===== src/rtl/memory_arbiter.sv =====
`default_nettype none
`timescale 1ns/1ps
// ============================================================================
// Module   : memory_arbiter
// Purpose  : Shares one single-ported memory between a core's instruction-fetch
//            (imem) and data (dmem) ports. Each port has a one-entry request
//            buffer. Grants are round-robin, and only one memory transaction is
//            in flight at a time. A watchdog force-completes transactions the
//            memory never acknowledges.
// Ports    : clk, rst                - clock (rising edge), async active-high reset
//            imem_valid/addr         - fetch request (1-cycle pulse)
//            imem_rdata/ready        - fetch completion (1-cycle pulse)
//            dmem_valid/addr/wdata/wstrb - load/store request (wstrb 0 = load)
//            dmem_rdata/ready        - load/store completion (1-cycle pulse)
//            memory_valid/instr/addr/wdata/wstrb - transaction to memory
//            memory_rdata/ready      - memory response
//            memory_error            - watchdog fired (1-cycle pulse)
// Params   : TIMEOUT - WAIT cycles without memory_ready before forced
//            completion; 0 disables the watchdog
// Revision : 1.0 - initial release
// ============================================================================
module memory_arbiter #(
    parameter int unsigned TIMEOUT = 1024
) (
    input  logic        clk,
    input  logic        rst,
    input  logic        imem_valid,
    input  logic [31:0] imem_addr,
    output logic [31:0] imem_rdata,
    output logic        imem_ready,
    input  logic        dmem_valid,
    input  logic [31:0] dmem_addr,
    input  logic [31:0] dmem_wdata,
    input  logic [3:0]  dmem_wstrb,
    output logic [31:0] dmem_rdata,
    output logic        dmem_ready,
    output logic        memory_valid,
    output logic        memory_instr,
    output logic [31:0] memory_addr,
    output logic [31:0] memory_wdata,
    output logic [3:0]  memory_wstrb,
    input  logic [31:0] memory_rdata,
    input  logic        memory_ready,
    output logic        memory_error
);

    localparam logic [1:0] c_ST_IDLE  = 2'd0;
    localparam logic [1:0] c_ST_ISSUE = 2'd1;
    localparam logic [1:0] c_ST_WAIT  = 2'd2;

    localparam logic c_PORT_I = 1'b0;
    localparam logic c_PORT_D = 1'b1;

    // A zero TIMEOUT still needs a one-bit counter to keep widths legal.
    localparam int unsigned c_CNT_W = (TIMEOUT == 0) ? 1 : $clog2(TIMEOUT + 1);
    localparam logic [c_CNT_W-1:0] c_CNT_LAST =
        (TIMEOUT == 0) ? '0 : c_CNT_W'(TIMEOUT - 1);
    localparam logic [c_CNT_W-1:0] c_CNT_MAX  = '1;
    localparam logic c_WDOG_EN = (TIMEOUT != 0);

    logic [1:0]         r_state;
    logic [1:0]         w_state_nxt;
    logic               r_owner;
    logic               r_last_grant;
    logic [c_CNT_W-1:0] r_cnt;

    logic               r_i_full;
    logic [31:0]        r_i_addr;
    logic               r_d_full;
    logic [31:0]        r_d_addr;
    logic [31:0]        r_d_wdata;
    logic [3:0]         r_d_wstrb;

    logic               r_mem_instr;
    logic [31:0]        r_mem_addr;
    logic [31:0]        r_mem_wdata;
    logic [3:0]         r_mem_wstrb;

    logic               w_i_elig;
    logic               w_d_elig;
    logic               w_wait;
    logic               w_timeout;
    logic               w_done;
    logic               w_grant;
    logic               w_win_d;
    logic               w_take_i;
    logic               w_take_d;
    logic [31:0]        w_sel_addr;
    logic [31:0]        w_sel_wdata;
    logic [3:0]         w_sel_wstrb;
    logic [31:0]        w_resp_data;

    // A port is eligible with a buffered request or a request arriving now,
    // so an uncontended request skips the buffer entirely.
    assign w_i_elig  = r_i_full | imem_valid;
    assign w_d_elig  = r_d_full | dmem_valid;

    assign w_wait    = (r_state == c_ST_WAIT);
    assign w_timeout = c_WDOG_EN & w_wait & ~memory_ready & (r_cnt == c_CNT_LAST);
    assign w_done    = w_wait & (memory_ready | w_timeout);

    // Grant opportunities: idle, or the cycle the in-flight transaction ends.
    assign w_grant   = ((r_state == c_ST_IDLE) | w_done) & (w_i_elig | w_d_elig);

    // On a tie the port that did not win last time goes first.
    assign w_win_d   = w_d_elig & (~w_i_elig | (r_last_grant == c_PORT_I));
    assign w_take_i  = w_grant & ~w_win_d;
    assign w_take_d  = w_grant &  w_win_d;

    // The buffered request is older than anything on the inputs, so it wins.
    always_comb begin
        w_sel_addr  = '0;
        w_sel_wdata = '0;
        w_sel_wstrb = '0;
        if (w_win_d) begin
            w_sel_addr  = r_d_full ? r_d_addr  : dmem_addr;
            w_sel_wdata = r_d_full ? r_d_wdata : dmem_wdata;
            w_sel_wstrb = r_d_full ? r_d_wstrb : dmem_wstrb;
        end else begin
            w_sel_addr  = r_i_full ? r_i_addr  : imem_addr;
        end
    end

    always_comb begin
        w_state_nxt = r_state;
        case (r_state)
            c_ST_IDLE:  if (w_grant) w_state_nxt = c_ST_ISSUE;
            c_ST_ISSUE: w_state_nxt = c_ST_WAIT;
            c_ST_WAIT:  if (w_done)  w_state_nxt = w_grant ? c_ST_ISSUE : c_ST_IDLE;
            default:    w_state_nxt = c_ST_IDLE;
        endcase
    end

    always_ff @(posedge clk or posedge rst) begin
        if (rst) begin
            r_state      <= c_ST_IDLE;
            r_owner      <= c_PORT_I;
            r_last_grant <= c_PORT_D;
            r_cnt        <= '0;
            r_mem_instr  <= 1'b0;
            r_mem_addr   <= '0;
            r_mem_wdata  <= '0;
            r_mem_wstrb  <= '0;
        end else begin
            r_state <= w_state_nxt;
            if (w_grant) begin
                r_owner      <= w_win_d;
                r_last_grant <= w_win_d;
                r_mem_instr  <= ~w_win_d;
                r_mem_addr   <= w_sel_addr;
                r_mem_wdata  <= w_sel_wdata;
                r_mem_wstrb  <= w_sel_wstrb;
            end
            if (r_state == c_ST_ISSUE) begin
                r_cnt <= '0;
            end else if (w_wait && !memory_ready && (r_cnt != c_CNT_MAX)) begin
                r_cnt <= r_cnt + 1'b1;
            end
        end
    end

    // Request buffers. A granted port's slot is emptied; a request arriving
    // while the slot is full is dropped (one outstanding request per port).
    always_ff @(posedge clk or posedge rst) begin
        if (rst) begin
            r_i_full  <= 1'b0;
            r_i_addr  <= '0;
            r_d_full  <= 1'b0;
            r_d_addr  <= '0;
            r_d_wdata <= '0;
            r_d_wstrb <= '0;
        end else begin
            if (w_take_i) begin
                r_i_full <= 1'b0;
            end else if (imem_valid && !r_i_full) begin
                r_i_full <= 1'b1;
                r_i_addr <= imem_addr;
            end
            if (w_take_d) begin
                r_d_full <= 1'b0;
            end else if (dmem_valid && !r_d_full) begin
                r_d_full  <= 1'b1;
                r_d_addr  <= dmem_addr;
                r_d_wdata <= dmem_wdata;
                r_d_wstrb <= dmem_wstrb;
            end
        end
    end

    // A watchdog completion returns zero data instead of the bus value.
    assign w_resp_data  = memory_ready ? memory_rdata : 32'h0;

    assign imem_ready   = w_done & (r_owner == c_PORT_I);
    assign dmem_ready   = w_done & (r_owner == c_PORT_D);
    assign imem_rdata   = imem_ready ? w_resp_data : 32'h0;
    assign dmem_rdata   = dmem_ready ? w_resp_data : 32'h0;

    assign memory_valid = (r_state == c_ST_ISSUE);
    assign memory_instr = r_mem_instr;
    assign memory_addr  = r_mem_addr;
    assign memory_wdata = r_mem_wdata;
    assign memory_wstrb = r_mem_wstrb;
    assign memory_error = w_timeout;

endmodule
`default_nettype wire


===== config.mk =====
export PLATFORM = sky130hd
export DESIGN_NAME = memory_arbiter
export DESIGN_NICKNAME = d
export VERILOG_FILES = /design/src/rtl/memory_arbiter.sv
export SDC_FILE = /design/constraint.sdc
export NUM_CORES = 1
export LEC_CHECK = 0
export CELL_PAD_IN_SITES_DETAIL_PLACEMENT = 1
export CELL_PAD_IN_SITES_GLOBAL_PLACEMENT = 1
export CORE_ASPECT_RATIO = 0.6
export CORE_UTILIZATION = 35
export CTS_BUF_LIST = sky130_fd_sc_hd__clkbuf_2 sky130_fd_sc_hd__clkbuf_4 sky130_fd_sc_hd__clkbuf_8
export DETAILED_ROUTE_END_ITERATION = 12
export PLACE_DENSITY_LB_ADDON = 0.25
export SLEW_MARGIN = 40
export SYNTH_ARGS = -nofsm -noshare
export SYNTH_HDL_FRONTEND = slang
export SYNTH_SLANG_ARGS = --single-unit

===== constraint.sdc =====
create_clock -name clk -period 7 [get_ports clk]
set_input_delay 1.4 -clock clk [delete_from_list [all_inputs] [get_ports clk]]
set_output_delay 1.4 -clock clk [all_outputs]
set_load 0.005 [all_outputs]

==> summary by stage <==
Pwr
In this run the static leakage power is 5.61 nW. The net switching share of the total power is between 30% and 40%. Power spread over the standard cell area amounts to about 400 nW/um2. The part of the total power dissipated in the clock network is 14.4%. The combinational power share is a little under 50%.

The sequential cell fraction of total power is between 30% and 40%. The switching power total is 1.74 mW. The worst-case IR drop observed on VDD is 0.226 mV.

Internal power comes to 3.33 mW.

Detailed routing
The number of iterations in the first detailed-routing pass is 4. The number of nets with antenna violations after routing is 0. Dividing the detail-routed wire length by the instance count gives 19.9 um.

The number of DRC markers in iteration 0 is between 200 and 300. Using the TritonRoute via totals, the vias-per-cell ratio works out to 4.86. After detailed routing, the number of remaining DRC violations is 0. The total via count in the routed design is 6503.

For this block, the routed nets add up to about 27 mm of wire.

Critical path
The largest fanout on the critical path is 7. The number of cells on the worst reg-to-reg path is 5. The number of buffers and inverters on the critical path is 2. On the critical path, the stage with the largest delay is an instance of sky130_fd_sc_hd__clkdlybuf4s50_1. The critical path endpoint category is an output port.

Traced cell by cell, the critical path runs through clkdlybuf4s50_1 > or3b_4 > nor4_4 > o21ai_0 > nor2_1 > clkdlybuf4s50_1. In this run the critical register-to-register path is captured at r_d_wdata[24]. The worst path arrival time is 3.87 ns.

The kind of cell with the highest combined delay on the critical path is simple AND/OR/NAND/NOR gates. Data on the critical path is required at its endpoint by 5.60 ns. The launching point of the worst reg2reg path is r_state[1]. The worst stage delay on the critical path is about 0.53 ns. Setup slack on the worst reg-to-reg path comes out at about 4.0 ns. The kind of start point of the critical path is a primary input.

Counting stages on the worst path, the most repeated cell is sky130_fd_sc_hd__clkdlybuf4s50_1. The path type of the worst setup path is primary input to output port.

STA
The number of hold violations in the final report is 0. On the final layout, the worst hold slack is 0.491 ns. Setup repair after global routing left no endpoint under its margin. The count of endpoints failing setup in the final report is 0. The final critical delay including setup and external delays is 5.27 ns.

For the pin with the worst max-slew slack, the measured transition is 0.810 ns. The worst path uses about three quarters of the clock period. Once routing completed, OpenROAD measured the worst setup slack at approximately 1.7 ns. The maximum clock skew at final layout is approximately 0.024 ns.

For this run, the top clock speed supported by timing is 190 MHz. Headroom to the max-slew limit came out at between 40% and 50%. The number of slew-limit violations in the final report was 0. Setup total negative slack on the finished layout was measured at 0 ns.

Floorplanning
The die outline area is between 20000 and 30000 um2. The total core area is around 26000 um2. The height of the die is 128 um.

The number of placement rows is 45. During I/O placement, the number of pins put on the boundary was 274. The initial standard-cell utilization of the core is 36.0%. The die is 211 um wide.

Hold path
In this run the most critical hold path is launched from memory_wdata[2]. The endpoint with the worst hold slack is memory_wdata[2]. The cell depth of the worst min-delay path is 1. The path category of the worst min-delay check is flip-flop to flip-flop.

Placement
Buffers placed on the I/O ports in this run total 273. The number of placed instances, taps included, is 1305. Prior to clock tree synthesis, the placed netlist has a worst setup slack of roughly 1.7 ns. After detailed placement, the total cell area comes to approximately 12000 um2.

Routability-driven placement finished with a final weighted congestion of 0.774. The final HPWL from detailed placement is 18.9 mm.

Logic synthesis
For this run, asynchronously set or reset flops after synthesis account for 100%. Averaged over all synthesized cells, the footprint is 12.9 um2. The synthesized design contains 186 register bits. The number of synthesis warnings is 0. When the netlist entered floorplanning its net count stood at 851. The top-area cell type share of the netlist area is between 50% and 60%. The number of synthesized flops with an enable pin is 0. Of all cell types, the one taking the most synthesized area is sky130_fd_sc_hd__dfrtp_1.

The count of different cell masters after synthesis is 43. Sequential elements use 50.6% of the synthesized area. The most used flip-flop cell after synthesis is sky130_fd_sc_hd__dfrtp_1.

The area of the mapped netlist is 9200 um2. The gate count of the mapped netlist is 713. By area the synthesized netlist is led by sky130_fd_sc_hd__dfrtp_1 (50%), sky130_fd_sc_hd__mux2_2 (15%), sky130_fd_sc_hd__mux2i_1 (15%).

Global route
The number of global-route vias before repair came to just under 7000. The remaining global-route overflow is 0. Global routing used just over 20% of the available tracks. The number of antenna violations at the first check in global routing is 5.

The first global-routing pass estimated 41.4 mm of wire. Entering global routing, the biggest net connects approximately 130 pins.

Finish
The library cells used most frequently in the layout, excluding fill and tap cells, are sky130_fd_sc_hd__clkdlybuf4s50_1 (273), sky130_fd_sc_hd__dfrtp_1 (183), sky130_fd_sc_hd__mux2i_1 (135), sky130_fd_sc_hd__mux2_2 (124), sky130_fd_sc_hd__and2_1 (64). Leaving out fill and tap cells, the most frequent cell in the layout is sky130_fd_sc_hd__clkdlybuf4s50_1. Across the whole layout, storage elements account for 4660 um2. With fillers left out, the area of the finished cells amounts to 12700 um2. The multi-input combinational cells in the finished layout cover a total of 4310 um2. 0 antenna diodes ended up in the layout. The count of non-filler cells in the finished layout is around 1300. The share of post-route cells with drive strength above 1 is between 10% and 20%. For this run, the post-layout net count is 1110. Relative to the synthesized area, the layout overhead comes to 38.3%.

The layout has 2691 filler cells.

Clock tree
The clock tree synthesis step divided the H-tree into 4 levels. The root buffer cell is sky130_fd_sc_hd__clkbuf_8. The clock tree buffer depth is 2. The total CTS buffers is 17. The number of sinks handled by clock tree synthesis is approximately 190.

The number of hold buffers added after CTS was 0. The number of gates resized after cts is 0. Clock-pin slew was measured on the worst setup and hold paths at 0.09 ns. TritonCTS built the clock tree.

The post-CTS setup-driven buffer insertion count is 0. The clock reaches the later pin of the worst-skew pair after 0.49 ns.

Run
The max-cap check violation count is 0.

Run status
The run finished with clean final reports.
[per-stage QoR]
| stage | total power [mW] | utilization [%] |
|---|---|---|
| after floorplan | 3.41 | - |
| after global placement | 4.25 | 47.8 |
| after detailed placement | 4.41 | 48.2 |
| after CTS | 5.16 | 49.7 |
| after global routing | 5.45 | 49.7 |
| final | 5.07 | 49.7 |
[cell usage after synthesis (2+ instances only)]
| cell | n |
|---|---|
| sky130_fd_sc_hd__dfrtp_1 | 185 |
| sky130_fd_sc_hd__mux2i_1 | 135 |
| sky130_fd_sc_hd__mux2_2 | 124 |
| sky130_fd_sc_hd__and2_1 | 64 |
| sky130_fd_sc_hd__mux2_1 | 46 |
| sky130_fd_sc_hd__nor2_1 | 46 |
| sky130_fd_sc_hd__clkbuf_1 | 17 |
| sky130_fd_sc_hd__buf_2 | 13 |
| sky130_fd_sc_hd__buf_6 | 8 |
| sky130_fd_sc_hd__a21oi_1 | 6 |
| sky130_fd_sc_hd__inv_1 | 6 |
| sky130_fd_sc_hd__nand2_1 | 6 |
| sky130_fd_sc_hd__o21ai_0 | 6 |
| sky130_fd_sc_hd__nand3_1 | 5 |
| sky130_fd_sc_hd__buf_1 | 4 |
| sky130_fd_sc_hd__o311ai_0 | 3 |
| sky130_fd_sc_hd__o31ai_1 | 3 |
| sky130_fd_sc_hd__or3_1 | 3 |
| sky130_fd_sc_hd__a31oi_1 | 2 |
| sky130_fd_sc_hd__and3_1 | 2 |
| sky130_fd_sc_hd__and4_1 | 2 |
| sky130_fd_sc_hd__buf_4 | 2 |
| sky130_fd_sc_hd__nand4_1 | 2 |
| sky130_fd_sc_hd__nor2b_1 | 2 |
| sky130_fd_sc_hd__nor3_1 | 2 |
| sky130_fd_sc_hd__nor3b_1 | 2 |
[cells by family (layout without fill, tap and decap cells)]
kind of cell | after synthesis | after routing | synth area share, %
AOI/OAI and AO/OA | 26 | 26 | 1.95
xor gates and xnor gates | 1 | 1 | 0.0952
adders and majority gates | 1 | 1 | 0.136
buffers and inverters | 50 | 322 | 2.95
DFF | 186 | 186 | 50.6
muxes | 305 | 305 | 35.5
and+or+nand+nor | 144 | 144 | 8.75
[sequential cells by signal (all words and copies together) (netlist names), 2 cells and up]
register / count
memory_wdata: 32
r_state: 2
r_d_wdata: 32
r_i_addr: 32
memory_addr: 32
r_cnt: 11
r_d_wstrb: 4
r_d_addr: 32
memory_wstrb: 4
[area by class of cell]
type | instances | share of cell area (%)
Clock buffer | 17 | 1.84
Clock inverter | 15 | 1.18
Inverter | 6 | 0.276
Multi-Input combinational cell | 477 | 33.9
Sequential cell | 186 | 36.7
Tap cell | 352 | 3.46
Timing Repair Buffer | 284 | 22.7
[worst max path at each step]
stage                endpoint  cells past startpoint    startpoint  slack [ns]
2_1_floorplan  memory_addr[0]                      1           rst        0.54
3_3_place_gp       dmem_ready                      6  memory_ready        1.77
3_5_place_dp       dmem_ready                      6  memory_ready        1.74
4_1_cts            dmem_ready                      6  memory_ready        1.74
5_1_grt            dmem_ready                      6  memory_ready        1.62
6_report           dmem_ready                      6  memory_ready        1.73
[power groups by stage]
stage,registers (mW),clock network (mW),logic [mW]
6_report,1.87,0.731,2.46
3_3_place_gp,1.86,0,2.38
3_5_place_dp,1.90,0,2.51
5_1_grt,1.94,0.807,2.70
4_1_cts,1.87,0.764,2.52
2_1_floorplan,1.81,0,1.60
[layer usage]
metal	GRT usage (%)	wire length, um
met5	0	47
met4	4.60	201
met2	34.2	12700
met1	25.2	11600
met3	7.42	2080
Power figures use the tool's default switching activity.
